==> config.mk <==
export PLATFORM = sky130hd
export DESIGN_NAME = sync_fifo
export DESIGN_NICKNAME = d
export VERILOG_FILES = /design/src/rtl/sync_fifo_pkg.sv /design/src/rtl/fifo_mem.sv /design/src/rtl/sync_fifo.sv
export SDC_FILE = /design/constraint.sdc
export NUM_CORES = 1
export LEC_CHECK = 0
export CAP_MARGIN = 20
export CELL_PAD_IN_SITES_DETAIL_PLACEMENT = 2
export CELL_PAD_IN_SITES_GLOBAL_PLACEMENT = 2
export CORE_AREA = 2 2 155 142
export CTS_CLUSTER_DIAMETER = 200
export DETAILED_ROUTE_END_ITERATION = 10
export DIE_AREA = 0 0 157 144
export PLACE_DENSITY = 0.92
export SETUP_SLACK_MARGIN = 0.3
export SLEW_MARGIN = 10
export SYNTH_ARGS = -nofsm -noshare
export SYNTH_HDL_FRONTEND = slang
export SYNTH_SLANG_ARGS = --single-unit
==> constraint.sdc <==
create_clock -name clk -period 5.8 [get_ports clk]
set_input_delay 1.45 -clock clk [delete_from_list [all_inputs] [get_ports clk]]
set_output_delay 1.45 -clock clk [all_outputs]
set_load 0.01 [all_outputs]
==> src/rtl/sync_fifo_pkg.sv <==
// sync_fifo_pkg: default geometry shared by the FIFO and its storage
package sync_fifo_pkg;
  localparam int DEF_DEPTH = 32;
  localparam int DEF_WIDTH = 8;
endpackage

==> src/rtl/fifo_mem.sv <==
// fifo_mem: register array with one write port and an asynchronous read port
module fifo_mem
  import sync_fifo_pkg::*;
#(
  parameter int DEPTH = DEF_DEPTH,
  parameter int WIDTH = DEF_WIDTH,
  parameter int AW    = $clog2(DEPTH)
) (
  input  logic             clk,
  input  logic             we,
  input  logic [AW-1:0]    waddr,
  input  logic [WIDTH-1:0] wdata,
  input  logic [AW-1:0]    raddr,
  output logic [WIDTH-1:0] rdata
);
  logic [WIDTH-1:0] mem [DEPTH];
  always_ff @(posedge clk)
    if (we) mem[waddr] <= wdata;
  assign rdata = mem[raddr];
endmodule

==> src/rtl/sync_fifo.sv <==
// sync_fifo: single-clock first-word-fall-through FIFO with exact full/empty flags
module sync_fifo
  import sync_fifo_pkg::*;
#(
  parameter int FIFO_DEPTH = DEF_DEPTH,
  parameter int FIFO_WIDTH = DEF_WIDTH
) (
  input  logic                  clk,
  input  logic                  rst,
  input  logic [FIFO_WIDTH-1:0] data_in,
  input  logic                  write_en,
  input  logic                  next_en,
  output logic [FIFO_WIDTH-1:0] data_out,
  output logic                  empty,
  output logic                  full
);
  localparam int AW = $clog2(FIFO_DEPTH);
  localparam int PW = AW + 1;
  logic [PW-1:0] wr_ptr, rd_ptr;
  logic [FIFO_WIDTH-1:0] head;
  logic push, pop;
  assign empty = wr_ptr == rd_ptr;
  assign full  = (wr_ptr[AW-1:0] == rd_ptr[AW-1:0]) && (wr_ptr[AW] != rd_ptr[AW]);
  assign pop   = next_en && !empty;
  // a pop in the same cycle frees the slot, so a full FIFO can still take a push
  assign push  = write_en && (!full || pop);
  always_ff @(posedge clk or negedge rst)
    if (!rst) begin
      wr_ptr <= '0;
      rd_ptr <= '0;
    end else begin
      if (push) wr_ptr <= wr_ptr + PW'(1);
      if (pop)  rd_ptr <= rd_ptr + PW'(1);
    end
  fifo_mem #(.DEPTH(FIFO_DEPTH), .WIDTH(FIFO_WIDTH), .AW(AW)) u_mem (
    .clk  (clk),
    .we   (push),
    .waddr(wr_ptr[AW-1:0]),
    .wdata(data_in),
    .raddr(rd_ptr[AW-1:0]),
    .rdata(head)
  );
  assign data_out = empty ? '0 : head;
endmodule

==> flow_results.org <==
** Global route
- The via count of the first global-routing pass came to 6,048.
- The first global-routing pass estimated 42,700 µm of wire.
- Total GRT Usage :: 0.269
- Maximum number of pins on one net before global-route repair :: 56
- Final global-route overflow total :: 0
- Number of antenna violations at the first check in global routing :: 0

** Worst setup path
- CP Capture Type :: output pin
- Dominant delay contributor by cell family on the critical path :: flip-flops
- STA puts the critical path data required time at 4.35 ns.
- CP Max Fanout :: 25
- Buffers plus inverters on the worst setup path :: 1
- Series of cell instances along the critical path :: or2_1 > o22ai_1 > a2111oi_1 > nor3_1 > clkdlybuf4s50_1
- Worst setup path category :: reg2out
- Endpoint arrival time on the critical path :: 3.83 ns
- Master of the slowest instance on the critical path :: dfrtp_1
- The worst setup path is launched from a flip-flop.
- Delay contributed by the slowest stage of the critical path :: 1.09 ns

** Run status
- Status :: completed

** Clock network
- Clock-pin transition on the worst setup and hold timing paths :: 0.06 ns
- Clock tree synthesis inserted a total of 28 buffers.
- The number of gates resized after CTS was 0.
- CTS tree :: built
- The number of hold buffers added after CTS was 0.
- Clock sink count :: 268
- Insertion delay of the later-clocked pin in the worst-skew pair :: 0.54 ns
- In this run the post-CTS setup repair buffer count came out at 0.
- The longest clock path from root to sink contains 3 buffers.
- The cell sitting at the root of the clock tree is a clkbuf_16.
- In this run the number of H-tree levels came out at 1.

** Route
- Signal routing reaches up to met4.
- Met2 Routed Length :: 14,700 µm
- After detailed routing, the number of vias per cell comes to 6.28.
- Remaining antenna violation count :: 0
- Total wire length after detailed routing :: 29,400 µm
- Met3 Routed Length :: 1700 µm
- Total via count after detailed routing :: 5,510
- After detailed routing, the average wire length per cell comes to 33.5 µm.
- Violation count after the first detailed-route iteration :: 523
- In the routed design, unresolved DRC markers number 0.
- In the final routing, the length of wire on met1 measures 12,100 µm.
- The first detailed-routing pass ran for 5 iterations.

** Yosys
- In this run, synthesis inferred 256 flip-flops with an integrated enable.
- Post-synthesis instance area :: 10,700 µm²
- Commonest register cell after synthesis :: edfxtp_1
- The number of different library cells used by synthesis comes to 40.
- Of the synthesized area, sequential elements account for 0.744.
- Async set-reset flop share out of synthesis :: 0.0448
- Average size of a mapped cell :: 20.0 µm²
- Flops & latches, synth :: 268
- Post-Synthesis Cells :: 536
- Post-Syn Nets :: 553
- Synthesis Warnings :: 0

** Run
- Reported max-cap violation count :: 0

** Layout
- Total area of multi-input combinational cells :: 2530 µm²
- The finished cells cover 12,100 µm².
- Total Nets Final :: 582
- Of the cells placed in the final design, the portion with a size suffix greater than 1 is 0.171.
- 0 antenna diodes ended up in the layout.
- Compared with the post-synthesis result, the final layout area differs by 12.5%.
- Area occupied by registers :: 7990 µm²
- The filler cells instantiated in the layout total 1,719.
- Measured on the finished design, the core utilization comes to 0.572.
- The library cell used most frequently in the layout, excluding fill and tap cells, is edfxtp_1.
- The top cell types in the final layout, fill and taps aside, are 256 x edfxtp_1, 38 x mux4_2, 33 x and3_1.

** Placed design
- Timing analysis after detailed placement gives a worst setup slack of 0.989 ns.
- In this run the cell area measured after placement is 11,200 µm².
- Detailed placement finished with a half-perimeter wire length of 18,500 µm.
- At the end of routability-driven placement, the weighted congestion stood at 0.765.
- Number of buffer cells added on primary ports :: 21

** STA
- In the finished design, the share of the clock period the worst path needs comes to 0.910.
- For the pin with the worst max-slew slack, the measured transition is 1.12 ns.
- In the final timing run, aggregate negative setup slack is 0 ns.
- Shortest period the worst path allows :: 5.28 ns
- Max Slew Vio Count :: 0
- Hold slack :: 0.520 ns
- The number of hold-slack violations in the final timing report came to 0.
- Count of final setup violators :: 0
- Post-route worst setup slack :: 0.524 ns
- Clock skew :: 0.0156 ns
- In this run the tightest slew margin relative to its limit is 0.252.
- Maximum frequency from static timing analysis :: 0.190 GHz
- Setup repair after global routing left no endpoint under its margin.

** Die
- After floorplanning, the core was sized to cover 21,100 µm².
- Die Y :: 144 µm
- For this configuration, the core starts out at a cell density of 0.508.
- The initialized floorplan defines 51 standard-cell rows.
- The die is 157 µm wide.
- Top-level port count :: 22
- The floorplan step defined a die boundary enclosing 22,600 µm².

** Power and ir drop
- Summed over all cells, the static leakage comes to 0.00408 µW.
- Power spread over the standard cell area amounts to 503 nW/µm².
- VDD sags by at most 0.000306 V.

** Min path
- The tightest min-delay check is of the reg2reg type.
==> layout make-up <==
type	instances	area share
repair buffers	34	0.0246
clock buffers	46	0.0695
inverters	3	0.000932
clock inverters	5	0.00383
flip-flops and latches	268	0.661
well taps	291	0.0301
multi-input cells	230	0.210
==> worst reg2reg max path, cell delays in order, from the launching register on <==
cell and delay (ns):
dfrtp_1 1.09, xor2_1 0.21, nor3_1 0.13, a31oi_2 0.17, buf_4 0.35, nand4_1 0.20, nor2_1 0.72
==> per-layer routing <==
layer / up-vias / track usage
li1: 2288 / -
met1: 2928 / 0.371
met2: 233 / 0.450
met3: 61 / 0.0390
met4: 0 / 0.0855
met5: - / 0
==> registers in the layout, indices dropped and copies added, names as in the netlist <==
register,flops
wr_ptr,6
rd_ptr,6
u_mem.mem,256
==> per-stage QoR <==
| step | power (µW) | instances |
|---|---|---|
| 3_3_place_gp | 4150 | 825 |
| 4_1_cts | 6080 | 876 |
| 2_1_floorplan | 3620 | 536 |
| 6_report | 6080 | 877 |
| 5_1_grt | 6270 | 877 |
| 3_5_place_dp | 4330 | 825 |
==> where the power goes <==
group | internal [µW] | switching, µW
Sequential | 2280 | 190
Combinational | 807 | 1060
Clock | 1020 | 719
Total | 4110 | 1970
==> synth_stat cells (all sizes together) (2+ instances only) <==
| library cell | instances | share of area |
|---|---|---|
| edfxtp | 256 | 0.72 |
| mux4 | 48 | 0.10 |
| and3 | 33 | 0.019 |
| mux2i | 31 | 0.029 |
| buf | 21 | 0.015 |
| a22o | 15 | 0.012 |
| clkbuf | 14 | 0.0049 |
| dfrtp | 12 | 0.028 |
| nor3 | 12 | 0.0056 |
| nand2 | 10 | 0.0035 |
| xor2 | 10 | 0.0082 |
| a2111oi | 8 | 0.0093 |
| a211oi | 8 | 0.0056 |
| o22ai | 8 | 0.0047 |
| nor2 | 7 | 0.0024 |
| o221ai | 7 | 0.0057 |
| xnor2 | 6 | 0.0049 |
| ha | 5 | 0.0058 |
| inv | 3 | 0.0010 |
| nor3b | 3 | 0.0021 |
| and3b | 2 | 0.0016 |
| mux2 | 2 | 0.0021 |
| nand3 | 2 | 0.00093 |
| nand3b | 2 | 0.0014 |
| nand4 | 2 | 0.0012 |
| nor2b | 2 | 0.0012 |
==> worst paths after layout <==
kind,startpoint,endpoint,slack [ns],depth (start not counted)
worst max-delay path,rd_ptr[1],data_out[0],0.52,5
worst min-delay path,wr_ptr[5],wr_ptr[5],0.52,1
worst max register to register,rd_ptr[1],u_mem.mem[15][4],2.54,6
worst min register to register,wr_ptr[5],wr_ptr[5],0.52,1
max in group asynchronous,rst,rd_ptr[0],4.03,1
min in group asynchronous,rst,rd_ptr[4],1.30,1
==> kinds of logic (layout without fill, tap and decap cells) <==
family,Yosys count,count (layout),synth area share
DFF,268,268,0.744
muxes,81,81,0.135
and+or+nand+nor,79,79,0.0417
AOI/OAI and AO/OA,49,49,0.0394
buffers and inverters,38,88,0.0210
xor gates and xnor gates,16,16,0.0131
adders and majority gates,5,5,0.00583
No activity file was read; power rests on OpenSTA's default activity.
